File: src/rtl/common.sv
// Bus request/response types shared by the pipeline's memory ports and the downstream bus.
package common;

  typedef enum logic [2:0] {
    MSIZE1 = 3'd0,
    MSIZE2 = 3'd1,
    MSIZE4 = 3'd2,
    MSIZE8 = 3'd3
  } msize_t;

  typedef struct packed {
    logic        valid;
    logic [63:0] addr;
  } ibus_req_t;

  typedef struct packed {
    logic        addr_ok;
    logic        data_ok;
    logic [31:0] data;
  } ibus_resp_t;

  typedef struct packed {
    logic        valid;
    logic [63:0] addr;
    msize_t      size;
    logic [7:0]  strobe;
    logic [63:0] data;
  } dbus_req_t;

  typedef struct packed {
    logic        addr_ok;
    logic        data_ok;
    logic [63:0] data;
  } dbus_resp_t;

endpackage

File: src/rtl/pipes.sv
// Pipeline-local definitions used by the memory bus arbiter.
package pipes;

  typedef enum logic [1:0] {
    IDLE    = 2'd0,
    GRANT_D = 2'd1,
    GRANT_I = 2'd2
  } arb_state_t;

  localparam common::msize_t MSIZE4 = common::MSIZE4;

endpackage

File: src/rtl/mem_arb_select.sv
// Combinational winner pick between the fetch and data ports.
// MEM_ARB_ROUND_ROBIN_EN alternates on contention; otherwise the data port always wins.
module mem_arb_select (
  input  logic ivalid,
  input  logic dvalid,
`ifdef MEM_ARB_ROUND_ROBIN_EN
  input  logic last_d,
`endif
  output logic sel_d,
  output logic sel_any
);

  always_comb begin
    sel_any = ivalid | dvalid;
`ifdef MEM_ARB_ROUND_ROBIN_EN
    // On contention the port that did not complete last goes next.
    sel_d = dvalid & (~ivalid | ~last_d);
`else
    sel_d = dvalid;
`endif
  end

endmodule

File: src/rtl/mem_bus_arbiter.sv
// Shares one downstream memory bus between the fetch and data ports of the pipeline.
// Optional MEM_ARB_ROUND_ROBIN_EN replaces fixed data-port priority with alternation.
module mem_bus_arbiter
  import pipes::*;
#(
  parameter int ADDR_W = 64,
  parameter int DATA_W = 64
) (
  input  logic               clk,
  input  logic               reset,
  input  common::ibus_req_t  ireq,
  output common::ibus_resp_t iresp,
  input  common::dbus_req_t  dreq,
  output common::dbus_resp_t dresp,
  output common::dbus_req_t  oreq,
  input  common::dbus_resp_t oresp,
  output logic               busy,
  output arb_state_t         state
);

  localparam int STRB_W = DATA_W / 8;

  // Handshake: a requester holds valid and fields stable until its data_ok;
  // valid still high in the cycle after data_ok is a fresh request.
  arb_state_t        next_state;
  common::dbus_req_t hold;
  logic              sel_d;
  logic              sel_any;

`ifdef MEM_ARB_ROUND_ROBIN_EN
  logic last_d;

  always_ff @(posedge clk) begin
    if (reset) begin
      last_d <= 1'b0;
    end else if (busy && oresp.data_ok) begin
      last_d <= (state == GRANT_D);
    end
  end
`endif

  mem_arb_select u_select (
    .ivalid  (ireq.valid),
    .dvalid  (dreq.valid),
`ifdef MEM_ARB_ROUND_ROBIN_EN
    .last_d  (last_d),
`endif
    .sel_d   (sel_d),
    .sel_any (sel_any)
  );

  always_ff @(posedge clk) begin
    if (reset) begin
      state <= IDLE;
      hold  <= '0;
    end else begin
      state <= next_state;
      if (state == IDLE && sel_any) begin
        // A fetch is issued downstream as a plain 4-byte read.
        if (sel_d) begin
          hold <= dreq;
        end else begin
          hold <= '{valid:  1'b1,
                    addr:   ADDR_W'(ireq.addr),
                    size:   MSIZE4,
                    strobe: STRB_W'(0),
                    data:   DATA_W'(0)};
        end
      end
    end
  end

  always_comb begin
    next_state = state;
    busy       = 1'b0;
    oreq       = '0;
    iresp      = '0;
    dresp      = '0;
    case (state)
      IDLE: begin
        if (sel_any) next_state = sel_d ? GRANT_D : GRANT_I;
      end
      GRANT_D: begin
        busy  = 1'b1;
        oreq  = hold;
        dresp = oresp;
        if (oresp.data_ok) next_state = IDLE;
      end
      GRANT_I: begin
        busy          = 1'b1;
        oreq          = hold;
        iresp.addr_ok = oresp.addr_ok;
        iresp.data_ok = oresp.data_ok;
        iresp.data    = hold.addr[2] ? oresp.data[63:32] : oresp.data[31:0];
        if (oresp.data_ok) next_state = IDLE;
      end
      default: next_state = IDLE;
    endcase
  end

endmodule

File: config.mk
export PLATFORM = sky130hd
export DESIGN_NAME = mem_bus_arbiter
export DESIGN_NICKNAME = d
export VERILOG_FILES = /design/src/rtl/common.sv /design/src/rtl/pipes.sv /design/src/rtl/mem_arb_select.sv /design/src/rtl/mem_bus_arbiter.sv
export SDC_FILE = /design/constraint.sdc
export NUM_CORES = 1
export LEC_CHECK = 0
export ABC_AREA = 1
export CAP_MARGIN = 20
export CORE_AREA = 2 2 199 201
export CTS_CLUSTER_SIZE = 8
export DETAILED_ROUTE_END_ITERATION = 10
export DIE_AREA = 0 0 201 203
export DONT_BUFFER_PORTS = 1
export PLACE_DENSITY = 0.3
export REMOVE_ABC_BUFFERS = 1
export SYNTH_ARGS = -nofsm -noshare
export SYNTH_HDL_FRONTEND = slang
export SYNTH_SLANG_ARGS = --single-unit
File: constraint.sdc
create_clock -name clk -period 2.6 [get_ports clk]
set_input_delay 0.65 -clock clk [delete_from_list [all_inputs] [get_ports clk]]
set_output_delay 0.65 -clock clk [all_outputs]
set_load 0.01 [all_outputs]
[Word level (Yosys, flattened, before mapping)]
Cells that the tools add are included.
Word-level totals
  bits in registers: 142
  bits in latches: 0
  RAM bits: 0
  bits in read-only memories: 0
  bits of input ports: 273
  output and inout bits: 243
  word-level logic and storage cells: 25
  memories: 0
Cells by class
  $add $sub $neg: 0
  multiply operators: 0
  div/mod/pow operators: 0
  order comparisons: 0
  equal/unequal tests: 4
  shift-type cells: 0
  multiplexer cells: 10
  bitwise operators: 1
  reductions and logical operators: 4
Operator list (number)
  140-bit 2-to-1 mux: 1
  139-bit 2-to-1 mux: 1
  66-bit 2-to-1 mux: 1
  34-bit 2-to-1 mux: 1
  32-bit 2-to-1 mux: 1
  2-bit 2-to-1 mux: 3
  2-bit case mux with 2 select lines: 1
  2-bit by 1-bit equality test with 1-bit output, second input constant: 1
  2-bit equality test, second input constant: 1
  2-bit zero test: 1
  2-bit by 1-bit != test with 1-bit output, second input constant: 1
  2-bit != test, second input constant: 1
  2-bit AND reduction: 1
  2-bit OR reduction: 1
  1-bit logical AND: 1
  1-bit 2-to-1 mux: 1
  1-bit OR: 1

[Logic depth before layout (Yosys ltp)]
  depth after elaboration: 4
  mapped depth: 8
  depth with buffers taken out: 6

[Cells and area by module]
A second synthesis with hierarchy kept.
Unflattened totals
  cell total of the unflattened synthesis: 1447
  area total of the unflattened synthesis: 8087.8 um^2
By module, submodules not included
  mem_bus_arbiter: instances 1, cells each 1443, area an instance 8069.0 um^2, sequential area each 2842.7 um^2
  mem_arb_select: instances 1, cells each 4, area an instance 18.8 um^2, sequential area each 0.0 um^2

[Least setup slack after synthesis]
OpenSTA, ideal clock, no wires.
  path kind: reg-to-output
  from: reg state[0]
  to: out oreq[77] (netlist name)
  data arrival time: 1591 ps
  data required time: 1950 ps
  path slack: 359 ps
  cell stages (with the launch flop): 8
  buffers on the path: 3
  cell sequence: dfxtp_1 -> inv_1 -> ha_1 -> clkbuf_1 -> clkbuf_1 -> buf_2 -> nand2_1 -> inv_1
RTL lines
  start, declared: RTL line mem_bus_arbiter.sv:18  | output arb_state_t state
  start signal, assigned: RTL line mem_bus_arbiter.sv:57  | state <= next_state;
  end, declared: RTL line mem_bus_arbiter.sv:15  | output common::dbus_req_t oreq,

==> flow_metrics.tcl <==
set metrics [dict create \
    post_cts_buffers 0 \
    cp_slowest_cell "dfxtp_2" \
    drive_above_1_share 0.0442 \
    path_clk_slew_ns 0.06 \
    cp.buffers_inverters 2 \
    placedCellCount 1821 \
    hp-start "reset" \
    fillerInstances 4598 \
    setup_viol 0 \
    synth_top_family_by_area "simple AND/OR/NAND/NOR gates" \
    min_period_over_period 0.954 \
    io_pins 516 \
    hold_viol_final 0 \
    ys_seq_area_frac 0.364 \
    drv_slew 0 \
    initial_core_util 0.203 \
    postCtsHoldBufs 0 \
    synthDistinctLibCells 14 \
    final_util 0.231 \
    clockBufferDepth 2 \
    grt_start_max_net_pins 84 \
    initialDrtViolationCount 510 \
    synth_flop_cell "dfxtp_1" \
    dp_hpwl_microns 25000 \
    synth_fa_ha_area_frac 0.00480 \
    cts-root-buf "clkbuf_16" \
    synthMostInstantiatedCell "nand2_1" \
    r2r-start "state[1]" \
    reg2reg_depth 7 \
    dr.pass1.iters 4 \
    wire_per_inst_microns 18.0 \
    hold_path_end "hold[12]" \
    yosysTopAreaCell "dfxtp_1" \
    drcViolationCount 0 \
    yosysTopAreaCellShare 0.364 \
    die_x_microns 201 \
    synth_edf_count 0 \
    drt-vias-per-instance 4.25 \
    clk_latency_ns 0.43 \
    ys_warn_count 0 \
    die_area_sq_um 40800 \
    leakage_uw 0.00521 \
    ys_seq_elements 142 \
    clock.fmax_mhz 403 \
    rsz0062_at_grt "false" \
    instances_no_fill 1858 \
    ys_top_cells_by_area "dfxtp_1, nand2_1, inv_1, nor2_1, o21ai_0" \
    fin_nets 1598 \
    area_growth_pct 13.6 \
    synth.avg_cell_area_sq_um 5.66 \
    portBuffers 0 \
    holdPathStages 1 \
    synthArstFlopShare 0 \
    fin_skew_ns 0.00793 \
    status "finished clean" \
    ff2ff_setup_slack_ns 0.99 \
    worst_pin_slew_ns 0.520 \
    cts_made_buffers 17 \
    period_minus_slack_ns 2.48 \
    grt-ovfl-total 0 \
    ant_nets 0 \
    synth-xor-area-share 0 \
    pre_cts_ws_ns 0.438 \
    synthSimpleGateAreaFrac 0.362 \
    synthCells 1380 \
    synth_compound_area_frac 0.112 \
    cp-start-kind "register" \
    hold_path.class "in2reg" \
    cts.sinks 142 \
    grtUsageTotal 0.159 \
    chipHeight_microns 203 \
    vias 7905 \
    regToRegEndpoint "state[1]" \
    syn-cell-area_sq_um 7820 \
    critPathTopFamily "buffers and inverters" \
    endpoint_kind "primary output" \
    cp_slowest_stage_delay_ns 0.36 \
    grt_pass1_wl_microns 49000 \
    max-vdd-ir-drop_uv 411 \
    antenna_found_initial 3 \
    h-tree-depth 4 \
    cp_data_arrival_time_ns 1.83 \
    slew_headroom 0.653 \
    core.rowCount 72 \
    p_per_area_nw_per_um2 690 \
    coreArea_sq_um 38500 \
    timing.final.ws_setup_ns 0.119 \
    cts_tree "done" \
    path_max_fanout 34 \
    synth_common_cells "nand2_1, inv_1, nor2_1, dfxtp_1, o21ai_0" \
    muxShareOfSynthArea 0 \
    gp_congestion 0.901 \
    drv_cap 0 \
    critPathRequiredTime_ns 1.95 \
    routed_wl_microns 33500 \
    path_class "reg2out" \
    worstPathCellList "inv_1 > ha_1 > buf_4 > o21ai_0 > nor2_1" \
    grt_pass1_vias 7848 \
]
-- what timing repair did --
item / in CTS / in global routing
pin swaps: 0 / 0
resized for setup: 3 / 5
setup endpoints to repair: 73 / 5
-- layer usage --
| layer | global-route usage | share of wire | up-vias |
|---|---|---|---|
| met1 | 0.165 | 0.38 | 3617 |
| met3 | 0.0376 | 0.055 | 48 |
| li1 | - | - | 3927 |
| met5 | 0 | 0 | - |
| met2 | 0.297 | 0.53 | 313 |
| met4 | 0.0881 | 0.039 | 0 |
-- worst max path at each step --
stage | startpoint | to | slack [ns] | depth (start not counted)
CTS | state[1] | oreq[83] | 0.06 | 5
floorplan | dreq[139] | hold[100] | -2.40 | 4
detailed placement | state[0] | oreq[88] | 0.44 | 5
global placement | state[0] | oreq[6] | 0.40 | 5
finish | state[0] | iresp[18] | 0.12 | 5
global route | state[0] | iresp[15] | 0.003 | 5
-- placed cells by master (no fill, tap or decap), drive strengths merged --
| cell | instances |
|---|---|
| nor2 | 197 |
| bufinv | 2 |
| o21ai | 98 |
| clkinvlp | 2 |
| diode | 6 |
| dfxtp | 142 |
| buf | 15 |
| nand2 | 555 |
| clkinv | 7 |
| nand4 | 1 |
| clkbuf | 20 |
| ha | 3 |
| a21oi | 76 |
| inv | 216 |
-- registers in the layout (all words and copies together) (netlist names) --
name,cells
hold,140
state,2
-- worst register-to-register path, stage by stage (launching register included) --
cell     delay [ns]
dfxtp_2        0.39
inv_1          0.10
ha_4           0.32
buf_12         0.27
nand2_1        0.15
nand2_1        0.14
nand2_1        0.06
a21oi_1        0.12
-- metrics by stage --
stage               power [uW]  area (sq um)  hold WS (ns)  setup TNS (ns)
finish                    6130          8880         0.291               0
global route              6520          8880         0.257               0
CTS                       6280          8860         0.242               0
detailed placement        3760          8280         0.447               0
global placement          3770          8280         0.444               0
floorplan                 3330          7390         0.435         -371.72
-- where the power goes --
| group | switching [uW] | internal (uW) |
|---|---|---|
| Sequential | 118 | 2380 |
| Clock | 991 | 1450 |
| Combinational | 854 | 329 |
-- cell families after synthesis --
| kind of cell | Yosys count |
|---|---|
| buf+inv | 308 |
| fa+ha+maj | 3 |
| simple gates | 753 |
| compound gates | 174 |
| flops | 142 |
-- cell type report --
cell class	count	area, sq um	share of cell area
diodes	6	15.0	0.00169
flip-flops and latches	142	2850	0.320
well taps	518	648	0.0730
multi-input cells	930	3770	0.424
clock inverters	11	118	0.0132
repair buffers	15	220	0.0248
inverters	216	811	0.0913
clock buffers	20	457	0.0514
(Power assumes the default switching activity.)
